`config.mk`:
```
export PLATFORM = sky130hd
export DESIGN_NAME = rotimm_encoder
export DESIGN_NICKNAME = d
export VERILOG_FILES = /design/src/rtl/rotimm_encoder.sv
export SDC_FILE = /design/constraint.sdc
export NUM_CORES = 1
export LEC_CHECK = 0
export BUFFER_PORTS_ARGS = -buffer_cell sky130_fd_sc_hd__buf_2
export CAP_MARGIN = 30
export CORE_MARGIN = 2
export CORE_UTILIZATION = 40
export DETAILED_ROUTE_END_ITERATION = 10
export HOLD_SLACK_MARGIN = 0.02
export PLACE_DENSITY = 0.56
export SLEW_MARGIN = 10
export SYNTH_ARGS = -nofsm -noshare
export SYNTH_HDL_FRONTEND = slang
export SYNTH_SLANG_ARGS = --single-unit
```
`constraint.sdc`:
```
create_clock -name clk -period 4.25 [get_ports clk]
set_clock_uncertainty 0.2 [all_clocks]
set_input_delay 0.85 -clock clk [delete_from_list [all_inputs] [get_ports clk]]
set_output_delay 0.85 -clock clk [all_outputs]
set_load 0.02 [all_outputs]
```
`src/rtl/rotimm_encoder.sv`:
```
// Sequential rotated-immediate encoder: finds imm8/rot such that value == imm8 ROR (2*rot),
// testing one rotation per clock behind a start/done handshake.
module rotimm_encoder #(
  parameter bit EARLY_EXIT = 1'b1
) (
  input  logic        clk,
  input  logic        reset,
  input  logic        start,
  input  logic [31:0] value,
  output logic        busy,
  output logic        done,
  output logic        found,
  output logic [7:0]  imm8,
  output logic [3:0]  rot,
  output logic        dbg_state
);

  typedef enum logic {
    IDLE   = 1'b0,
    SEARCH = 1'b1
  } state_t;

  state_t      state;
  state_t      state_nxt;
  logic [31:0] val_q;
  logic [3:0]  k;
  logic        hit_seen;
  logic [7:0]  hit_imm;
  logic [3:0]  hit_rot;

  logic [4:0]  sh;
  logic [63:0] dbl;
  logic [31:0] cand;
  logic        hit;
  logic        last;
  logic        exit_now;

  // Rotate-left by 2k: the upper half of the doubled word shifted left.
  assign sh       = {k, 1'b0};
  assign dbl      = {val_q, val_q} << sh;
  assign cand     = dbl[63:32];
  assign hit      = ~|cand[31:8];
  assign last     = (k == 4'd15);
  assign exit_now = (state == SEARCH) && (last || ((EARLY_EXIT == 1'b1) && hit));

  always_ff @(posedge clk or posedge reset) begin
    if (reset) state <= IDLE;
    else       state <= state_nxt;
  end

  // Handshake: start is sampled only in IDLE (including the done cycle); done is a
  // one-cycle pulse after the exit edge and never overlaps busy.
  always_comb begin
    state_nxt = state;
    case (state)
      IDLE:    if (start) state_nxt = SEARCH;
      SEARCH:  if (exit_now) state_nxt = IDLE;
      default: state_nxt = IDLE;
    endcase
  end

  always_comb begin
    busy      = (state == SEARCH);
    dbg_state = state;
  end

  always_ff @(posedge clk or posedge reset) begin
    if (reset) begin
      val_q    <= '0;
      k        <= '0;
      hit_seen <= 1'b0;
      hit_imm  <= '0;
      hit_rot  <= '0;
      done     <= 1'b0;
      found    <= 1'b0;
      imm8     <= '0;
      rot      <= '0;
    end else begin
      done <= 1'b0;
      case (state)
        IDLE: begin
          if (start) begin
            val_q    <= value;
            k        <= '0;
            hit_seen <= 1'b0;
            hit_imm  <= '0;
            hit_rot  <= '0;
          end
        end
        SEARCH: begin
          // Only the first hit is recorded so the smallest rotation wins.
          if (hit && !hit_seen) begin
            hit_seen <= 1'b1;
            hit_imm  <= cand[7:0];
            hit_rot  <= k;
          end
          if (exit_now) begin
            done  <= 1'b1;
            found <= hit_seen | hit;
            if (hit_seen) begin
              imm8 <= hit_imm;
              rot  <= hit_rot;
            end else if (hit) begin
              imm8 <= cand[7:0];
              rot  <= k;
            end else begin
              imm8 <= '0;
              rot  <= '0;
            end
          end else begin
            k <= k + 4'd1;
          end
        end
        default: ;
      endcase
    end
  end

endmodule
```
# After elaboration in Yosys (flattened, before gate mapping)
# Cells that the tools add are included.
[classes] add_sub_neg=1 n_mux=20 n_bitwise=2 n_shift=1 eq_ne=4 n_reduce_logical=10
[ops] cell="<< shifter 64 x 5 -> 64 bit" n=1
[ops] cell="2-to-1 mux 8 bit" n=4
[ops] cell="OR reduction 24 bit" n=1
[ops] cell="2-to-1 mux 4 bit" n=5
[ops] cell="one-hot mux 4 bit (2 select lines)" n=2
[ops] cell="one-hot mux 8 bit (2 select lines)" n=1
[ops] cell="AND reduction 2 bit" n=4
[ops] cell="2-to-1 mux 1 bit" n=6
[ops] cell="adder 4 x 1 -> 4 bit, second input constant" n=1
[ops] cell="== test 4 bit, second input constant" n=1
[ops] cell="!= test 2 bit, second input constant" n=2
[ops] cell="one-hot mux 1 bit (2 select lines)" n=2
[ops] cell="logical AND 1 bit" n=2
[ops] cell="zero test 1 bit" n=2
[ops] cell="!= test 2 x 1 -> 1 bit, second input constant" n=1
[ops] cell="logical OR 1 bit" n=1
[ops] cell="inverter 1 bit" n=1
[ops] cell="OR 1 bit" n=1
[word_totals] out_inout_bits=16 elab_cells=48 reg_bits=64

# Logic depth before layout (Yosys ltp)
[logic_depth] ltp_word=7 mapped_depth=13 depth_no_buf=7

# Least setup slack after synthesis
# Ideal clock, no wire load.
[synth_timing] path_kind="reg2reg" startpoint="register k[0]" endpoint="register imm8[0]" stages_incl_launch_ff=10 t_required_ps=3923 path_buffers=2 setup_slack_ps=1221 t_arrival_ps=2701 cell_sequence="dfrtp_1 > buf_6 > mux4_2 > nor4_2 > mux2i_1 > or3_1 > a22oi_4 > o21a_4 > buf_6 > mux2_1"
[synth_via] elab_chain_cells=6
[synth_rtl] element="start: declaration" line="26" source="logic [3:0] k;"
[synth_rtl] element="start signal: assignment" line="111" source="k <= k + 4'd1;"
[synth_rtl] element="<< shifter 64 x 5 -> 64 bit" line="40" source="assign dbl = {val_q, val_q} << sh;"
[synth_rtl] element="OR reduction 24 bit" line="42" source="assign hit = ~|cand[31:8];"
[synth_rtl] element="zero test 1 bit" line="42"
[synth_rtl] element="logical OR 1 bit" line="44" source="assign exit_now = (state == SEARCH) && (last || ((EARLY_EXIT == 1'b1) && hit));"
[synth_rtl] element="logical AND 1 bit" line="44"
[synth_rtl] element="AND reduction 2 bit (no source line)"
[synth_rtl] element="end signal: assignment" line="101" source="imm8 <= hit_imm;"
[synth_rtl] element="end signal: assignment" line="104" source="imm8 <= cand[7:0];"
[synth_rtl] element="end: declaration" line="13" source="output logic [7:0] imm8,"
# Several ways; a longest one is shown, not always the timed one.
# A chain may end at the register's enable or synchronous reset.

# Worst setup path in the final report
[layout_timing] startpoint="register k[1]" endpoint="register imm8[0]"
# Same word-level chain as after synthesis.

==> summary.txt <==
Placement
  • Routability cong.: 0.921
  • Post-DP HPWL: 8010 µm
  • IO buf count: 50

Synthesis
  • Syn. warnings: 0
  • Sequential area share after synthesis: a little under two fifths
  • Ranking of synthesized cells by area: dfrtp_1, mux4_2, nand2_1
  • Mapped cell area: 0.00433 mm²
  • Yosys reg bits: 64
  • Synth cell types: 56
  • EDFF count, synth: 0
  • Yosys top cell area share: a little under two fifths
  • Async SR Flop Fraction: 100%
  • Syn_area_per_cell: ~10 µm²
  • Top cell type by total area after synthesis: dfrtp_1
  • Main flop type after synthesis: dfrtp_1
  • Syn Nets: between 400 and 500
  • Cells after Synth: around 450

Routing
  • Via density: ~5.7
  • Highest routed layer: met4
  • Routed via count: around 3600
  • Drt initial violations: 276
  • Avg WL per Cell: 18.0 µm
  • DRT Pass-1 Iters: 4
  • Antenna viol nets, final: 0
  • Drt drc: 0
  • WL met3: ~600 µm
  • DRT met1 WL: between 5000 and 6000 µm
  • Met2 Wirelength: 5210 µm
  • Drt total wl: about 11000 µm

Timing
  • Hold Fails Final Rpt: 0
  • RSZ-0062 raised after global routing: false
  • Final setup viols: 0
  • Max Slew Vio Count: 0
  • WHS: 0.189 ns
  • F_max: approximately 260 MHz
  • Max-slew headroom: between 40% and 50%
  • Period utilisation layout: 89.4%
  • Worst Tran Pin Value: 0.805 ns
  • Post-Route Setup TNS: 0 ns
  • Minimum clock period: roughly 3.8 ns

Setup path
  • Reg2reg path depth: 8
  • RR Endpoint: imm8[0]$_DFFE_PP0P_
  • Flop-to-flop setup slack: 0.45 ns
  • CP max FO: 32
  • Worst setup SP type: register
  • WS Path Type: register to register
  • Worst Setup SP: k[1]$_DFFE_PP0P_
  • Capture point of the worst path: imm8[0]$_DFFE_PP0P_
  • Reg2Reg Launch Point: k[1]$_DFFE_PP0P_
  • Worst EP arrival: around 3.8 ns
  • Worst Setup End Kind: register
  • Worst path required time: approximately 4.3 ns

Power and ir drop
  • Comb pwr share: 51.7%
  • Switching power total: approximately 1.6 mW
  • Clock power share: 14.2%
  • PD cells: roughly 740 mW/mm²
  • Maximum VDD drop: ~0.00036 V
  • Internal power: between 1.5 and 2 mW
  • Flop pwr share: between 30% and 40%
  • Pleak: 2.24 nW
  • Pwr Total: 3.64 mW
  • Sw frac: ~45%

Die
  • I/O pin total: slightly above 50
  • Rows: 37
  • Starting Density: 41.6%
  • Die X: between 100 and 150 µm
  • Full die area: around 0.012 mm²
  • Chip Height: 108 µm
  • Core area: between 0.01 and 0.015 mm²

GRT
  • Largest net degree at the start of global routing: 43
  • Initial antenna violation count: 0
  • Grt total ovfl: 0
  • Tot GR Track Use: 20.8%
  • First-pass GRT wire length: about 19000 µm
  • Vias in the first global route: 3561

Clock network
  • Post-CTS Setup Repair Bufs: 0
  • Total CTS buffers: 9
  • Clock Sinks: between 60 and 70
  • CTS tree: built
  • Clock Path Buffers: 2
  • Root Driver: clkbuf_8
  • Clk_lat worst skew: approximately 0.34 ns
  • # hold bufs at CTS: 0
  • PostCTS Resize Cnt: 0
  • H-tree level count: 3
  • Clk slew on worst S/H paths: 0.08 ns

Layout
  • Antenna cell count: 0
  • Nets: around 520
  • Layout cells sized above 1: 24.0%
  • Area growth syn-to-layout: 12.7%
  • Final Util: roughly 47%
  • Fillers: 1023

Min path
  • Worst hold path type: input port to asynchronous set/reset pin

Outcome
  • Run status: finished, final reports clean

Run
  • Max cap viols: 0
## synth_stat cells (all sizes together), types with 2 or more instances
cell	instances
nand2	120
dfrtp	64
mux2i	28
mux4	25
nor2	23
buf	22
mux2	22
clkbuf	14
nor3	14
o21ai	12
nor3b	10
inv	9
a22o	8
a21oi	7
and2	6
nand2b	5
a211oi	3
a31o	3
and3	3
nand4	3
o2111ai	3
o21a	3
o41ai	3
or3	3
a2111oi	2
a31oi	2
nand3	2
nor2b	2
nor4	2
o211ai	2
o21bai	2
o221ai	2
o31ai	2
## worst min path at each step
stage | end | slack, ns | cells after the start
floorplan | hit_rot[0]$_DFFE_PP0P_ | 0.29 | 2
global placement | imm8[1]$_DFFE_PP0P_ | 0.26 | 1
detailed placement | imm8[4]$_DFFE_PP0P_ | 0.27 | 1
CTS | imm8[4]$_DFFE_PP0P_ | 0.29 | 1
global route | found$_DFFE_PP0P_ | 0.18 | 2
finish | found$_DFFE_PP0P_ | 0.19 | 2
## power by group through the flow
stage / Sequential, mW / Combinational (mW) / Clock, mW
after floorplan: 0.971 / 1.63 / 0
after global placement: 1.23 / 1.84 / 0
after detailed placement: 1.24 / 1.86 / 0
after CTS: 1.23 / 1.87 / 0.531
after global routing: 1.28 / 2.08 / 0.553
final: 1.24 / 1.88 / 0.515
## cells in the final DEF, fill, tap and decap left out, drive strengths merged, types with 8 or more instances in the layout
cell type	synthesis	routed
nand2	120	120
buf	22	67
dfrtp	64	64
mux2i	28	28
mux4	25	25
nor2	23	23
mux2	22	22
nor3	14	14
o21ai	12	12
clkbuf	14	11
nor3b	10	10
inv	9	9
a22o	8	8
## flip-flops by register name (all words and copies together) (netlist names)
name	flops
imm8	8
done	1
found	1
rot	4
k	4
hit_rot	4
busy	1
hit_imm	8
val_q	32
hit_seen	1
## cells by family (layout without fill, tap and decap cells)
group                    count (synthesis)  in the layout  share of synthesized area, %
AND/OR/NAND/NOR                        196            196                          20.3
multiplexers                            75             75                          25.2
AO/OA/AOI/OAI                           63             63                          11.2
flip-flops                              64             64                          37.0
adder cells (fa/ha/maj)                  1              1                         0.289
buffers and inverters                   46             93                          5.98
## worst max-delay path, stage by stage, from the launching register on
cell and delay (ns):
dfrtp_2 0.84, buf_4 0.34, nor3b_1 0.28, o221ai_1 0.16, a2111oi_0 0.53, o2111ai_1 0.26
a22oi_4 0.38, o21a_4 0.32, mux2_1 0.35
## metal layers
metal,track usage [%],vias to the layer above
met2,33.6,130
met3,3.98,18
met1,28.2,1716
met5,0,-
li1,-,1690
met4,6.68,0
## per-stage QoR
stage	std cells	cell area [µm²]	worst slack [ns]
5_1_grt	628	4880	0.144
6_report	628	4880	0.449
4_1_cts	627	4860	0.491
3_5_place_dp	611	4670	0.545
3_3_place_gp	610	4660	0.598
2_1_floorplan	445	4330	1.22
## area by class of cell
cell class,instances,area (µm²),area share (%)
Inverter,10,37.5,0.769
Tap cell,136,170,3.49
Sequential cell,64,1600,32.8
Timing Repair Buffer,67,410,8.41
Clock inverter,5,57.6,1.18
Multi-Input combinational cell,335,2470,50.6
Clock buffer,11,131,2.69
No activity file was read; power rests on OpenSTA's default activity.
